## src/rtl/mem_bus_arbiter_pkg.sv

```systemverilog
// Shared encodings and defaults for the external memory bus arbiter.
// Pure declarations; no timing or flow-control behaviour of its own.
// Consumers import the whole package.
package mem_bus_arbiter_pkg;

    localparam logic [2:0] ARB_IDLE   = 3'd0;
    localparam logic [2:0] ARB_BUSY_D = 3'd1;
    localparam logic [2:0] ARB_BUSY_I = 3'd2;
    localparam logic [2:0] ARB_RESP_D = 3'd3;
    localparam logic [2:0] ARB_RESP_I = 3'd4;

    localparam logic [31:0] ZERO_WORD    = 32'h0000_0000;
    localparam logic        CHIP_ENABLE  = 1'b1;
    localparam logic        WRITE_ENABLE = 1'b1;

    localparam int TIMEOUT_CYC_DEF = 255;

    // Everything the bus sees for one transaction, latched on BUSY entry.
    typedef struct packed {
        logic        we;
        logic [3:0]  sel;
        logic [31:0] addr;
        logic [31:0] wdata;
    } bus_cmd_t;

    function automatic logic is_busy(input logic [2:0] st);
        return (st == ARB_BUSY_D) || (st == ARB_BUSY_I);
    endfunction

endpackage

```

## src/rtl/mem_bus_arbiter_timeout_cnt.sv

```systemverilog
// Busy-cycle watchdog for one bus transaction; counter cleared on load.
// expire is combinational on the TIMEOUT_CYC-th enabled cycle.
// No backpressure; the counter saturates instead of wrapping.
module arb_timeout_cnt #(
    parameter int TO_W        = 8,
    parameter int TIMEOUT_CYC = 255
) (
    input  logic clk,
    input  logic rst,
    input  logic load,
    input  logic en,
    output logic expire
);

    localparam logic [TO_W-1:0] LIMIT   = TO_W'(TIMEOUT_CYC - 1);
    localparam logic [TO_W-1:0] CNT_MAX = '1;

    logic [TO_W-1:0] cnt_q;

    always_ff @(posedge clk or posedge rst) begin
        if (rst) begin
            cnt_q <= '0;
        end else if (load) begin
            cnt_q <= '0;
        end else if (en && (cnt_q != CNT_MAX)) begin
            cnt_q <= cnt_q + 1'b1;
        end
    end

    // cnt_q counts completed busy cycles, so LIMIT marks the last allowed one.
    assign expire = en && (cnt_q >= LIMIT);

endmodule

```

## src/rtl/mem_bus_arbiter.sv

```systemverilog
// Shares the external memory bus between the fetch port and the data port, data first.
// Latency: ack in the first busy cycle gives ready two edges after the request is sampled.
// Backpressure: stall_req_o holds the pipeline while any enabled port lacks a response.
module mem_bus_arbiter
    import mem_bus_arbiter_pkg::*;
#(
    parameter int TIMEOUT_CYC = TIMEOUT_CYC_DEF,
    parameter int TO_W        = 8
) (
    input  logic        cpu_clk_50M,
    input  logic        cpu_rst,
    input  logic        flush_i,
    input  logic        if_ce_i,
    input  logic [31:0] if_addr_i,
    output logic [31:0] if_data_o,
    output logic        if_ready_o,
    input  logic        mem_ce_i,
    input  logic        mem_we_i,
    input  logic [3:0]  mem_sel_i,
    input  logic [31:0] mem_addr_i,
    input  logic [31:0] mem_wdata_i,
    output logic [31:0] mem_rdata_o,
    output logic        mem_ready_o,
    output logic        stall_req_o,
    output logic        bus_req_o,
    output logic        bus_we_o,
    output logic [3:0]  bus_sel_o,
    output logic [31:0] bus_addr_o,
    output logic [31:0] bus_wdata_o,
    input  logic [31:0] bus_rdata_i,
    input  logic        bus_ack_i,
    output logic        bus_err_o
);

    logic [2:0]  state_q;
    logic [2:0]  state_nxt;
    bus_cmd_t    cmd_q;
    logic        disc_q;
    logic        d_done_q;
    logic        i_done_q;
    logic [31:0] d_rdata_q;
    logic [31:0] i_rdata_q;
    logic        err_q;

    logic d_pend;
    logic i_pend;
    logic busy;
    logic to_expire;
    logic done_now;
    logic start_d;
    logic start_i;

    assign d_pend      = (mem_ce_i == CHIP_ENABLE) && !d_done_q;
    assign i_pend      = (if_ce_i == CHIP_ENABLE) && !i_done_q;
    assign stall_req_o = d_pend || i_pend;

    assign busy     = is_busy(state_q);
    assign done_now = busy && (bus_ack_i || to_expire);

    // A flush in IDLE suppresses arbitration for that cycle only.
    assign start_d = (state_q == ARB_IDLE) && !flush_i && d_pend;
    assign start_i = (state_q == ARB_IDLE) && !flush_i && !d_pend && i_pend;

    arb_timeout_cnt #(
        .TO_W        (TO_W),
        .TIMEOUT_CYC (TIMEOUT_CYC)
    ) u_timeout_cnt (
        .clk    (cpu_clk_50M),
        .rst    (cpu_rst),
        .load   (start_d || start_i),
        .en     (busy),
        .expire (to_expire)
    );

    always_comb begin
        state_nxt = state_q;
        case (state_q)
            ARB_IDLE: begin
                if (start_d) begin
                    state_nxt = ARB_BUSY_D;
                end else if (start_i) begin
                    state_nxt = ARB_BUSY_I;
                end
            end
            ARB_BUSY_D: if (done_now) state_nxt = ARB_RESP_D;
            ARB_BUSY_I: if (done_now) state_nxt = ARB_RESP_I;
            ARB_RESP_D: state_nxt = ARB_IDLE;
            ARB_RESP_I: state_nxt = ARB_IDLE;
            default:    state_nxt = ARB_IDLE;
        endcase
    end

    always_ff @(posedge cpu_clk_50M or posedge cpu_rst) begin
        if (cpu_rst) begin
            state_q   <= ARB_IDLE;
            cmd_q     <= '0;
            disc_q    <= 1'b0;
            d_done_q  <= 1'b0;
            i_done_q  <= 1'b0;
            d_rdata_q <= ZERO_WORD;
            i_rdata_q <= ZERO_WORD;
            err_q     <= 1'b0;
        end else begin
            state_q <= state_nxt;

            if (start_d) begin
                cmd_q.we    <= mem_we_i;
                cmd_q.sel   <= mem_sel_i;
                cmd_q.addr  <= mem_addr_i;
                cmd_q.wdata <= mem_wdata_i;
            end else if (start_i) begin
                cmd_q.we    <= 1'b0;
                cmd_q.sel   <= 4'b1111;
                cmd_q.addr  <= if_addr_i;
                cmd_q.wdata <= ZERO_WORD;
            end

            // A bus cycle in flight cannot be aborted; a flush only marks its result as dead.
            if (start_d || start_i) begin
                disc_q <= 1'b0;
            end else if (busy && flush_i) begin
                disc_q <= 1'b1;
            end

            err_q <= busy && !bus_ack_i && to_expire;

            if ((state_q == ARB_BUSY_D) && done_now) begin
                d_rdata_q <= (bus_ack_i && (cmd_q.we != WRITE_ENABLE)) ? bus_rdata_i : ZERO_WORD;
            end
            if ((state_q == ARB_BUSY_I) && done_now) begin
                i_rdata_q <= bus_ack_i ? bus_rdata_i : ZERO_WORD;
            end

            if (flush_i || !stall_req_o) begin
                d_done_q <= 1'b0;
                i_done_q <= 1'b0;
            end
            if ((state_q == ARB_RESP_D) && !disc_q && !flush_i) begin
                d_done_q <= 1'b1;
            end
            if ((state_q == ARB_RESP_I) && !disc_q && !flush_i) begin
                i_done_q <= 1'b1;
            end
        end
    end

    assign bus_req_o   = busy;
    assign bus_we_o    = cmd_q.we;
    assign bus_sel_o   = cmd_q.sel;
    assign bus_addr_o  = cmd_q.addr;
    assign bus_wdata_o = cmd_q.wdata;
    assign bus_err_o   = err_q;

    assign mem_ready_o = d_done_q;
    assign mem_rdata_o = d_rdata_q;
    assign if_ready_o  = i_done_q;
    assign if_data_o   = i_rdata_q;

endmodule

```

## config.mk

```make
export PLATFORM = sky130hd
export DESIGN_NAME = mem_bus_arbiter
export DESIGN_NICKNAME = d
export VERILOG_FILES = /design/src/rtl/mem_bus_arbiter_pkg.sv /design/src/rtl/mem_bus_arbiter_timeout_cnt.sv /design/src/rtl/mem_bus_arbiter.sv
export SDC_FILE = /design/constraint.sdc
export NUM_CORES = 1
export LEC_CHECK = 0
export CAP_MARGIN = 25
export CELL_PAD_IN_SITES_DETAIL_PLACEMENT = 1
export CELL_PAD_IN_SITES_GLOBAL_PLACEMENT = 2
export CORE_MARGIN = 10
export CORE_UTILIZATION = 22
export DETAILED_ROUTE_END_ITERATION = 10
export PLACE_DENSITY_LB_ADDON = 0.3
export SLEW_MARGIN = 30
export SYNTH_ARGS = -nofsm -noshare
export SYNTH_HDL_FRONTEND = slang
export SYNTH_SLANG_ARGS = --single-unit
```

## constraint.sdc

```tcl
create_clock -name cpu_clk_50M -period 5.4 [get_ports cpu_clk_50M]
set_clock_uncertainty 0.1 [all_clocks]
set_input_delay 1.62 -clock cpu_clk_50M [delete_from_list [all_inputs] [get_ports cpu_clk_50M]]
set_output_delay 1.62 -clock cpu_clk_50M [all_outputs]
set_load 0.02 [all_outputs]
```

==> results_dict.tcl <==
set metrics [dict create \
    synthesis.nets 624 \
    place.gp.congestion 0.782 \
    hold_viol 0 \
    yosys_warnings 0 \
    clock_sinks 148 \
    cap_violations 0 \
    cts-htree-levels 4 \
    cts_buffers 17 \
    tightest_slew_ps 922 \
    synth_async_sr_flop_share 1.00 \
    cts_resized 0 \
    antenna_found_initial 1 \
    min_path_type "reg2reg" \
    via_count 5069 \
    crit_type "in2out" \
    dieArea_um2 33100 \
    fin_ws_ps 467 \
    post-dp-hpwl_mm 16.5 \
    ir_drop_mv 0.267 \
    synth_ff_type "dfrtp_1" \
    arrival_ps 3210 \
    worstPathRequired_ps 3680 \
    fmax_mhz 203 \
    grt_usage 0.139 \
    drt_iter0_drc 191 \
    area_growth_pct 65.3 \
    wirelength_mm 23.3 \
    via_per_inst 4.60 \
    wire_per_inst_um 21.1 \
    die_y_um 182 \
    post-route-util 0.368 \
    clock_latency_ps 420 \
    cts_root_buffer "clkbuf_16" \
    setup_viol 0 \
    grt_max_degree 149 \
    overflow 0 \
    layout-drive-gt1-share 0.0705 \
    ctsHoldBuffers 0 \
    period_needed_ps 4930 \
    syn_avg_cell_area_um2 11.9 \
    start_util 0.223 \
    clkTransAtPathRegs_ps 60 \
    drtAntennaViolNets 0 \
    final_cell_area_um2 9540 \
    cts_tree "yes" \
    powerDensity_nw_per_um2 622 \
    rows 59 \
    clk_path_buf_depth 2 \
    post-route-period-util 0.914 \
    dpl_cell_area_um2 8900 \
    die_w_um 182 \
    start_kind "input port" \
    final_max_slew_viol_count 0 \
    status "completed" \
    io_buffers 276 \
    synth-edff-count 0 \
    grt_pass1_wl_mm 36.2 \
    post_cts_buffers 0 \
    grt_pass1_vias 5741 \
    post-place-ws_ps 463 \
    syn_area_um2 5770 \
    end_kind "output port" \
    ys_seq_area_frac 0.642 \
    n_fill_cell 2785 \
    critPathMaxFanout 4 \
    p_leak_nw 4.05 \
    p_total_w 0.00593 \
    core_area_um2 25900 \
    grt_setup_unrepaired "false" \
    synth_cell_types 37 \
    syn_inst 483 \
    nets 894 \
    ys_ff_latch 148 \
    ios 277 \
    finalSetupTns_ps 0 \
    firstDrtPassIters 4 \
    drc 0 \
    relSlewSlack 0.385 \
]
-- synthesized netlist by cell type, types with 2 or more instances --
library cell    n  area (µm²)
dfrtp_1       148        3700
buf_4           2        15.0
a211oi_1        2        15.0
nand2_1        63         236
a21oi_1        27         135
inv_1           5        18.8
nand3_1         4        20.0
ha_1            2        25.0
nand2b_1        2        12.5
a22o_1         97         850
a31oi_1        23         144
a311oi_1        2        17.5
nor2_1         40         150
clkbuf_1        9        33.8
mux2i_1         2        20.0
o21ai_0         2        10.0
nor2b_1         2        12.5
buf_2          25         125
and3_1          2        12.5
nor4_1          2        12.5
o22a_1          4        35.0
o21a_1          2        15.0
nor4_2          2        25.0
-- critical path: stages --
cell and delay (ps):
clkdlybuf4s50_1 450, nor2b_1 360, or2_2 180, clkdlybuf4s50_1 600
-- registers in the layout, indices dropped and copies added (netlist names), 3 cells and up --
| register | cells |
|---|---|
| u_timeout_cnt.cnt_q | 8 |
| if_data_o | 32 |
| bus_sel_o | 4 |
| mem_rdata_o | 32 |
| bus_wdata_o | 32 |
| state_q | 3 |
| bus_addr_o | 32 |
-- final cells by class --
type | instances | area (µm²) | area share
clock inverters | 15 | 209 | 0.0219
repair buffers | 287 | 2860 | 0.300
well taps | 335 | 419 | 0.0439
flip-flops and latches | 148 | 3700 | 0.388
multi-input cells | 294 | 1900 | 0.199
diodes | 1 | 2.50 | 0.000262
inverters | 5 | 22.5 | 0.00236
clock buffers | 17 | 425 | 0.0446
-- stage by stage --
stage,std cells,hold WS (ps)
after floorplan,483,378
after global placement,1069,383
after detailed placement,1069,381
after CTS,1101,406
after global routing,1102,426
final,1102,402
-- power by group --
| group | switching (W) | total [W] | internal [W] |
|---|---|---|---|
| clock network | 0.000542 | 0.00130 | 0.000753 |
| registers | 0.000312 | 0.00192 | 0.00160 |
| logic | 0.00141 | 0.00272 | 0.00132 |
| total | 0.00226 | 0.00593 | 0.00367 |
-- kinds of logic (layout without fill, tap and decap cells) --
family | after synthesis | count (layout) | share of synthesized area
multiplexers | 2 | 2 | 0.00347
XOR/XNOR | 1 | 1 | 0.00152
adder cells (fa/ha/maj) | 2 | 2 | 0.00433
AO/OA/AOI/OAI | 162 | 162 | 0.218
flip-flops | 148 | 148 | 0.642
other | 0 | 1 | 0
buffers and inverters | 41 | 324 | 0.0334
AND/OR/NAND/NOR | 127 | 127 | 0.0978
-- cell usage in the layout (no fill, tap or decap), types with 2 or more instances in the layout --
cell / count
nand3_1: 4
dfrtp_1: 148
inv_6: 6
buf_4: 10
nor2b_1: 2
a211oi_1: 2
a21oi_1: 27
and3_1: 2
nand2_1: 63
nor4_2: 2
mux2i_1: 2
nor4_1: 2
a31oi_1: 23
nand2b_1: 2
a311oi_1: 2
inv_8: 4
ha_1: 2
inv_1: 4
a22o_1: 97
clkdlybuf4s50_1: 276
clkbuf_16: 17
bufinv_16: 3
nor2_1: 39
o22a_1: 4
-- worst paths after layout --
path                                               end  cells after the start  slack (ps)     startpoint
worst max-delay path                       stall_req_o                      4         470        if_ce_i
worst min register to register           if_data_o[26]                      1         400  if_data_o[26]
max in group asynchronous              bus_wdata_o[24]                      3        2830        cpu_rst
min in group asynchronous              mem_rdata_o[20]                      3        1600        cpu_rst
worst min-delay path                     if_data_o[26]                      1         400  if_data_o[26]
worst max register to register  u_timeout_cnt.cnt_q[5]                      5        2920     state_q[2]
-- per-layer routing --
metal  wire (µm)  GRT usage
met2       10700      0.218
met3        1830     0.0533
met5           0          0
met1       10500      0.172
met4         331     0.0446
Note: power is estimated with default switching activity, not from simulation.
